### src/rtl/counter_bank_param_if.sv
// counter_bank_param_if
// Control and status bundle for counter_bank_param.
//   en, dir, cascade, load : control strobes (master -> bank)
//   load_val               : parallel load value, channel k at [k*WIDTH +: WIDTH]
//   count_out              : registered channel values, same packing as load_val
//   wrap_out               : per-channel one-cycle wrap pulse
//   all_wrap               : one-cycle pulse when every channel wrapped together
interface counter_bank_param_if #(
  parameter int WIDTH    = 4,
  parameter int CHANNELS = 3
);
  logic                      en;
  logic                      dir;
  logic                      cascade;
  logic                      load;
  logic [WIDTH*CHANNELS-1:0] load_val;
  logic [WIDTH*CHANNELS-1:0] count_out;
  logic [CHANNELS-1:0]       wrap_out;
  logic                      all_wrap;

  modport master (
    output en, dir, cascade, load, load_val,
    input  count_out, wrap_out, all_wrap
  );

  modport slave (
    input  en, dir, cascade, load, load_val,
    output count_out, wrap_out, all_wrap
  );
endinterface

### src/rtl/counter_bank_param.sv
// counter_bank_param
// Bank of CHANNELS WIDTH-bit up/down counters that either step independently
// or ripple together as one WIDTH*CHANNELS-bit counter (channel 0 = LSB).
// Per edge priority: load > en > hold. Wrap pulses are registered and line up
// with the count value that follows the wrap.
// Ports:
//   clk    : system clock, rising edge
//   resetn : asynchronous active-low reset
//   bus    : counter_bank_param_if.slave (controls in, count/wrap out)
// Build option:
//   COUNTER_BANK_SATURATE_EN - counters hold at the terminal value instead of
//   wrapping; wrap_out then marks the edge on which saturation is entered.
module counter_bank_param #(
  parameter int WIDTH    = 4,
  parameter int CHANNELS = 3
) (
  input  logic                       clk,
  input  logic                       resetn,
  counter_bank_param_if.slave        bus
);

  localparam int TOTAL = WIDTH * CHANNELS;

  logic [TOTAL-1:0]    count_q;
  logic [TOTAL-1:0]    count_d;
  logic [CHANNELS-1:0] wrap_q;
  logic [CHANNELS-1:0] wrap_d;
  logic                all_wrap_q;
  logic [WIDTH-1:0]    term;
  logic [CHANNELS-1:0] at_term;
  logic [CHANNELS-1:0] step;
  logic                ripple;
`ifdef COUNTER_BANK_SATURATE_EN
  logic                bank_term;
  logic                next_bank_term;
`endif

  // Terminal value follows dir directly, so a direction change releases a
  // saturated channel without any extra state.
  assign term = bus.dir ? '0 : '1;

  always_comb begin
    at_term = '0;
    step    = '0;
    count_d = count_q;
    wrap_d  = '0;
    ripple  = 1'b1;
`ifdef COUNTER_BANK_SATURATE_EN
    bank_term      = 1'b0;
    next_bank_term = 1'b1;
`endif

    for (int k = 0; k < CHANNELS; k++) begin
      at_term[k] = (count_q[k*WIDTH +: WIDTH] == term);
    end

    // Channel k steps when every lower channel sits at terminal (cascade),
    // which is exactly the carry/borrow of one wide counter.
    for (int k = 0; k < CHANNELS; k++) begin
      step[k] = bus.cascade ? ripple : 1'b1;
      ripple  = ripple & at_term[k];
    end

`ifdef COUNTER_BANK_SATURATE_EN
    // Cascade saturates as one wide counter: only the all-terminal bank stops.
    bank_term = &at_term;
    for (int k = 0; k < CHANNELS; k++) begin
      if (bus.cascade ? bank_term : at_term[k]) begin
        step[k] = 1'b0;
      end
    end
`endif

    for (int k = 0; k < CHANNELS; k++) begin
      if (step[k]) begin
        if (bus.dir) begin
          count_d[k*WIDTH +: WIDTH] = count_q[k*WIDTH +: WIDTH] - WIDTH'(1);
        end else begin
          count_d[k*WIDTH +: WIDTH] = count_q[k*WIDTH +: WIDTH] + WIDTH'(1);
        end
      end
    end

`ifdef COUNTER_BANK_SATURATE_EN
    // Pulse on entry into saturation; a held channel never steps so it
    // cannot pulse again.
    for (int k = 0; k < CHANNELS; k++) begin
      next_bank_term = next_bank_term & (count_d[k*WIDTH +: WIDTH] == term);
    end
    for (int k = 0; k < CHANNELS; k++) begin
      if (bus.cascade) begin
        wrap_d[k] = next_bank_term & ~bank_term;
      end else begin
        wrap_d[k] = step[k] & (count_d[k*WIDTH +: WIDTH] == term);
      end
    end
`else
    wrap_d = step & at_term;
`endif
  end

  always_ff @(posedge clk or negedge resetn) begin
    if (!resetn) begin
      count_q    <= '0;
      wrap_q     <= '0;
      all_wrap_q <= 1'b0;
    end else if (bus.load) begin
      count_q    <= bus.load_val;
      wrap_q     <= '0;
      all_wrap_q <= 1'b0;
    end else if (bus.en) begin
      count_q    <= count_d;
      wrap_q     <= wrap_d;
      all_wrap_q <= &wrap_d;
    end else begin
      wrap_q     <= '0;
      all_wrap_q <= 1'b0;
    end
  end

  assign bus.count_out = count_q;
  assign bus.wrap_out  = wrap_q;
  assign bus.all_wrap  = all_wrap_q;

endmodule
### src/flat_wrapper.sv
// flat-port wrapper written by rule: the top's interface ports become plain ports
module counter_bank_param_flat 
#(
  parameter int WIDTH    = 4,
  parameter int CHANNELS = 3
)
  (clk, resetn, bus_en, bus_dir, bus_cascade, bus_load, bus_load_val, bus_count_out, bus_wrap_out, bus_all_wrap);
  counter_bank_param_if #(.WIDTH(WIDTH), .CHANNELS(CHANNELS)) bus_i ();
  input  logic clk;
  input  logic resetn;
  input wire logic [$bits(bus_i.en)-1:0] bus_en;
  input wire logic [$bits(bus_i.dir)-1:0] bus_dir;
  input wire logic [$bits(bus_i.cascade)-1:0] bus_cascade;
  input wire logic [$bits(bus_i.load)-1:0] bus_load;
  input wire logic [$bits(bus_i.load_val)-1:0] bus_load_val;
  output wire logic [$bits(bus_i.count_out)-1:0] bus_count_out;
  output wire logic [$bits(bus_i.wrap_out)-1:0] bus_wrap_out;
  output wire logic [$bits(bus_i.all_wrap)-1:0] bus_all_wrap;
  assign bus_i.en = bus_en;
  assign bus_i.dir = bus_dir;
  assign bus_i.cascade = bus_cascade;
  assign bus_i.load = bus_load;
  assign bus_i.load_val = bus_load_val;
  assign bus_count_out = bus_i.count_out;
  assign bus_wrap_out = bus_i.wrap_out;
  assign bus_all_wrap = bus_i.all_wrap;
  counter_bank_param #(.WIDTH(WIDTH), .CHANNELS(CHANNELS)) u_core (.clk(clk), .resetn(resetn), .bus(bus_i));
endmodule
### config.mk
export PLATFORM = sky130hd
export DESIGN_NAME = counter_bank_param_flat
export DESIGN_NICKNAME = d
export VERILOG_FILES = /design/src/rtl/counter_bank_param_if.sv /design/src/rtl/counter_bank_param.sv /design/src/flat_wrapper.sv
export SDC_FILE = /design/constraint.sdc
export NUM_CORES = 1
export LEC_CHECK = 0
export CORE_UTILIZATION = 30
export DETAILED_ROUTE_END_ITERATION = 8
export GPL_ROUTABILITY_DRIVEN = 0
export HOLD_SLACK_MARGIN = 0.03
export PLACE_DENSITY = 0.53
export SLEW_MARGIN = 20
export SYNTH_ARGS = -nofsm -noshare
export SYNTH_HDL_FRONTEND = slang
export SYNTH_SLANG_ARGS = --single-unit
### constraint.sdc
create_clock -name clk -period 2.12 [get_ports clk]
set_input_delay 0.424 -clock clk [delete_from_list [all_inputs] [get_ports clk]]
set_output_delay 0.424 -clock clk [all_outputs]
set_load 0.1 [all_outputs]
* After elaboration in Yosys (flattened, before gate mapping) *
Index checks and enable logic that the tools add are counted.

cells by class
  $add $sub $neg = 6
  $mul = 0
  divide/modulo/power cells = 0
  order comparisons = 0
  eq/ne operators = 3
  shift operators = 0
  multiplexer cells = 14
  bitwise logic cells = 2
  reduce and logical (&&, ||, !) cells = 6

operators by type and width
  kind                                                                 number
  12-bit two-way mux                                                   2
  4-bit two-way mux                                                    6
  4-bit by 1-bit adder with 4-bit output (second input constant)       3
  4-bit equality test                                                  3
  4-bit by 1-bit subtractor with 4-bit output (second input constant)  3
  3-bit two-way mux                                                    2
  2-bit nonzero test                                                   3
  1-bit two-way mux                                                    4
  2-bit AND reduction                                                  2
  3-bit AND                                                            1
  3-bit AND reduction                                                  1
  1-bit AND                                                            1

word-level totals
  register bits after elaboration = 16
  bits in latches = 0
  RAM bits = 0
  ROM bits = 0
  input bits = 18
  output and inout bits = 16
  word-level logic and storage cells = 36
  memories = 0

* Logic depth before layout (Yosys ltp) *
  depth in word-level cells = 8
  depth in mapped cells = 6
  mapped depth without buffers = 6

* Worst setup path before layout *
OpenSTA, ideal clock, no wires.

  path kind = flip-flop to flip-flop
  from = reg u_core.count_q[0], in the netlist u_core.bus.count_out[0]
  to = reg u_core.count_q[11], in the netlist u_core.bus.count_out[11]
  library setup time = 0.082 ns
  arrival time = 2.307 ns
  data required time = 2.038 ns
  path slack = -0.269 ns
  stages on the path, launching flop included = 6
  path buffers = 0
  clock period less this slack = 2.389 ns
  cells stage by stage = dfrtp_1 -> and3b_1 -> o211ai_2 -> o32a_4 -> or3_1 -> a31oi_1

between the ends
  cells in the longest elaborated chain, start to end = 5

ends and longest elaborated chain
  what                                  RTL line                   source
  start: declaration                    counter_bank_param.sv:24   logic [TOTAL-1:0] count_q;
  start signal: assignment              counter_bank_param.sv:108  count_q <= bus.load_val;
  start signal: assignment              counter_bank_param.sv:112  count_q <= count_d;
  4-bit equality test                   counter_bank_param.sv:54   at_term[k] = (count_q[k*WIDTH +: WIDTH] == term);
  1-bit AND                             counter_bank_param.sv:61   ripple = ripple & at_term[k];
  1-bit two-way mux                     counter_bank_param.sv:60   step[k] = bus.cascade ? ripple : 1'b1;
  2-bit nonzero test (no source line)   n/a
  2-bit AND reduction (no source line)  n/a

Every way passes these cells.
A chain may end at the register's enable or synchronous reset.

* Final worst setup path *
  from = reg u_core.count_q[1], in the netlist u_core.bus.count_out[1]
  to = reg u_core.count_q[11], in the netlist u_core.bus.count_out[11]

Same word-level chain as after synthesis.

==> impl_metrics.ini <==
[status]
status = completed

[sta]
finalHoldViolCount = 0
relSlewSlack_pct = 70.2
period_needed_ns = 1.78
tightest_slew_ns = 0.436
fin_ws_ns = 0.341
max_freq_mhz = 562
fin_setup_tns_ns = 0
maxSlewViolCount = 0
rsz0062_at_grt = false
period_share_pct = 83.9
setup_viol = 0
skew_ns = 0.00917

[setup_path]
crit_family = compound AO/OA/AOI/OAI gates
critPathBufInv = 0
slowest_stage = dfrtp_2
path_class = flop to flop
critPathArrivalTime_ns = 2.01
end_kind = flop
max_stage_delay_ns = 0.45
critPathMaxFanout = 4
worstPathRequired_ns = 2.35
path_cells = ha_4 -> o211ai_2 -> o32a_4 -> or3_1 -> a31oi_1
cp-start-kind = flop

[yosys]
yosys_warnings = 0
muxShareOfSynthArea_pct = 3.85
synthDominantCellAreaShare_pct = 37.3
synth.distinct_cells = 31
synth_nets = 139
synth_top_family_by_area = compound AO/OA/AOI/OAI gates
synth_simple_gate_area_share_pct = 16.6
yosysSeqAreaShare_pct = 37.3
ys_ff_latch = 16
synth_top_area_cell = dfrtp_1
synthCells = 112
synth_compound_area_share_pct = 17.8
avgSynthCellArea_um2 = 9.59
synthAdderAreaFrac_pct = 12.6
synth-xor-area-share_pct = 7.34
synthesis.area_um2 = 1070
synth_area_leaders = dfrtp_1 (37%), xnor2_1 (7.3%), ha_1 (7.0%), fa_1 (5.6%), o21ai_0 (4.2%)

[detailed_routing]
drc = 0
wl_met3_um = 123
wl_met2_um = 1180
drt_wl_total_um = 2460
top_layer = met4
drtAntennaViolNets = 0
wl_met1_um = 1140
num_vias = 952
vias_per_cell = 4.62
drtPass1Iterations = 4
routedWlPerCell_um = 11.9
drt_iter0_markers = 35

[placed_design]
port_buffers = 33
dp_hpwl_um = 1900
pre_cts_slack_ns = -0.291
postPlaceCellArea_um2 = 1520

[pwr]
ir_drop_v = 0.000309
power.density_nw_per_um2 = 761
power.total_w = 0.00121
p_leak_nw = 0.729

[worst_hold_path]
min_path_type = input pin to asynchronous set/reset pin

[floorplan]
core_um2 = 3390
dieArea_um2 = 3820
die_x_um = 61.8
die_h_um = 61.8
rows = 21
boundaryPins = 34
start_util_pct = 31.7

[final_layout]
final_common_cell = buf_4
antenna-diode-count = 0
final_cell_mix = buf_4 (28), clkdlybuf4s50_1 (16), nand2_1 (11), inv_1 (10)
drive_above_1_share_pct = 32.5
nNetsFinal = 188
area_delta_synth_final_pct = 48.1
n_fill_cell = 327
final-seq-area_um2 = 410
fin_area_um2 = 1590
multi_input_area_um2 = 649

[cts]
cts_tree = done
cts_sinks = 16
cts_made_buffers = 3
root_buffer = clkbuf_4
cts_setup_buffers = 0
ctsHtreeMaxLevel = 1
cts_buffer_depth = 2
cts.reportedPaths.clkPinSlew_ns = 0.11
clk-insertion-delay-late_ns = 0.29

[grt]
grt_first_pass_wirelength_um = 3920
antenna_found_initial = 0
grt.total_usage_pct = 14.0
first_global_vias = 854
grt_max_degree = 21
grt-ovfl-total = 0

[job]
cap_violations = 0
worst register-to-register path, cell delays in order, from the launching register on:
cell and delay [ns]:
dfrtp_2 0.45, ha_4 0.27, o211ai_2 0.10, o32a_4 0.40
or3_1 0.34, a31oi_1 0.15
power by group:
| part | leakage, nW | total [W] | switching, W | internal [W] |
|---|---|---|---|---|
| registers | 0.189 | 0.000388 | 0.0000453 | 0.000343 |
| clock network | 0.0210 | 0.000213 | 0.000108 | 0.000104 |
| logic | 0.520 | 0.000609 | 0.000397 | 0.000212 |
| total | 0.729 | 0.00121 | 0.000551 | 0.000660 |
synthesized netlist by cell type:
cell	instances
o21ai_0	9
o22a_1	1
clkbuf_1	3
mux2_2	1
o32a_4	1
xnor2_1	9
nand2_1	11
o31a_1	1
o311ai_0	1
a2111oi_0	1
or3_2	1
nor3b_2	2
inv_1	10
ha_1	6
and3_1	1
nor2_1	7
a31oi_1	1
dfrtp_1	16
and3b_1	1
a21o_1	3
a21oi_1	8
and2_2	1
a22oi_1	1
nand3_1	3
and2b_2	1
nand4_1	1
o211ai_2	1
mux2i_1	3
fa_1	3
or3_1	3
nand2b_1	1
repair_timing:
| item | CTS | global route |
|---|---|---|
| endpoints found under the setup margin | 0 | 3 |
| hold buffers | 0 | 0 |
| gates resized for setup | 0 | 4 |
logic make-up after synthesis:
logic type	after synthesis
buffers and inverters	13
multiplexers	4
XOR/XNOR	9
AO/OA/AOI/OAI	28
flip-flops	16
adder cells (fa/ha/maj)	9
AND/OR/NAND/NOR	33
sequential cells by signal, indices dropped and copies added, names as in the netlist:
name	count
u_core.bus.count_out	12
u_core.bus.all_wrap	1
u_core.bus.wrap_out	3
through the flow:
| step | utilization (%) | hold WS [ns] | cells |
|---|---|---|---|
| after floorplan | - | 0.128 | 112 |
| final | 46.9 | 0.443 | 206 |
| after global routing | 46.9 | 0.467 | 206 |
| after CTS | 45.8 | 0.442 | 205 |
| after detailed placement | 44.8 | 0.589 | 201 |
| after global placement | 44.8 | 0.583 | 201 |
routing by layer:
layer,GRT usage (%),up-vias
met4,4.76,0
li1,-,483
met2,22.6,28
met1,18.8,439
met3,2.69,2
met5,0,-
final cells by class:
cell class	count	share of cell area, %
Clock buffer	4	2.28
Timing Repair Buffer	47	25.1
Inverter	10	2.36
Multi-Input combinational cell	83	40.8
Tap cell	46	3.62
Sequential cell	16	25.8
worst paths after layout:
kind / start / cells after the start / endpoint / slack (ns)
max in group asynchronous: resetn / 2 / u_core.bus.count_out[5] / 1.46
min in group clk: u_core.bus.count_out[3] / 2 / u_core.bus.count_out[3] / 0.61
setup reg to reg: u_core.bus.count_out[1] / 5 / u_core.bus.count_out[11] / 0.34
setup / recovery: u_core.bus.count_out[1] / 5 / u_core.bus.count_out[11] / 0.34
hold reg to reg: u_core.bus.count_out[3] / 2 / u_core.bus.count_out[3] / 0.61
hold / removal: resetn / 2 / u_core.bus.count_out[10] / 0.44
Power figures use the tool's default switching activity.
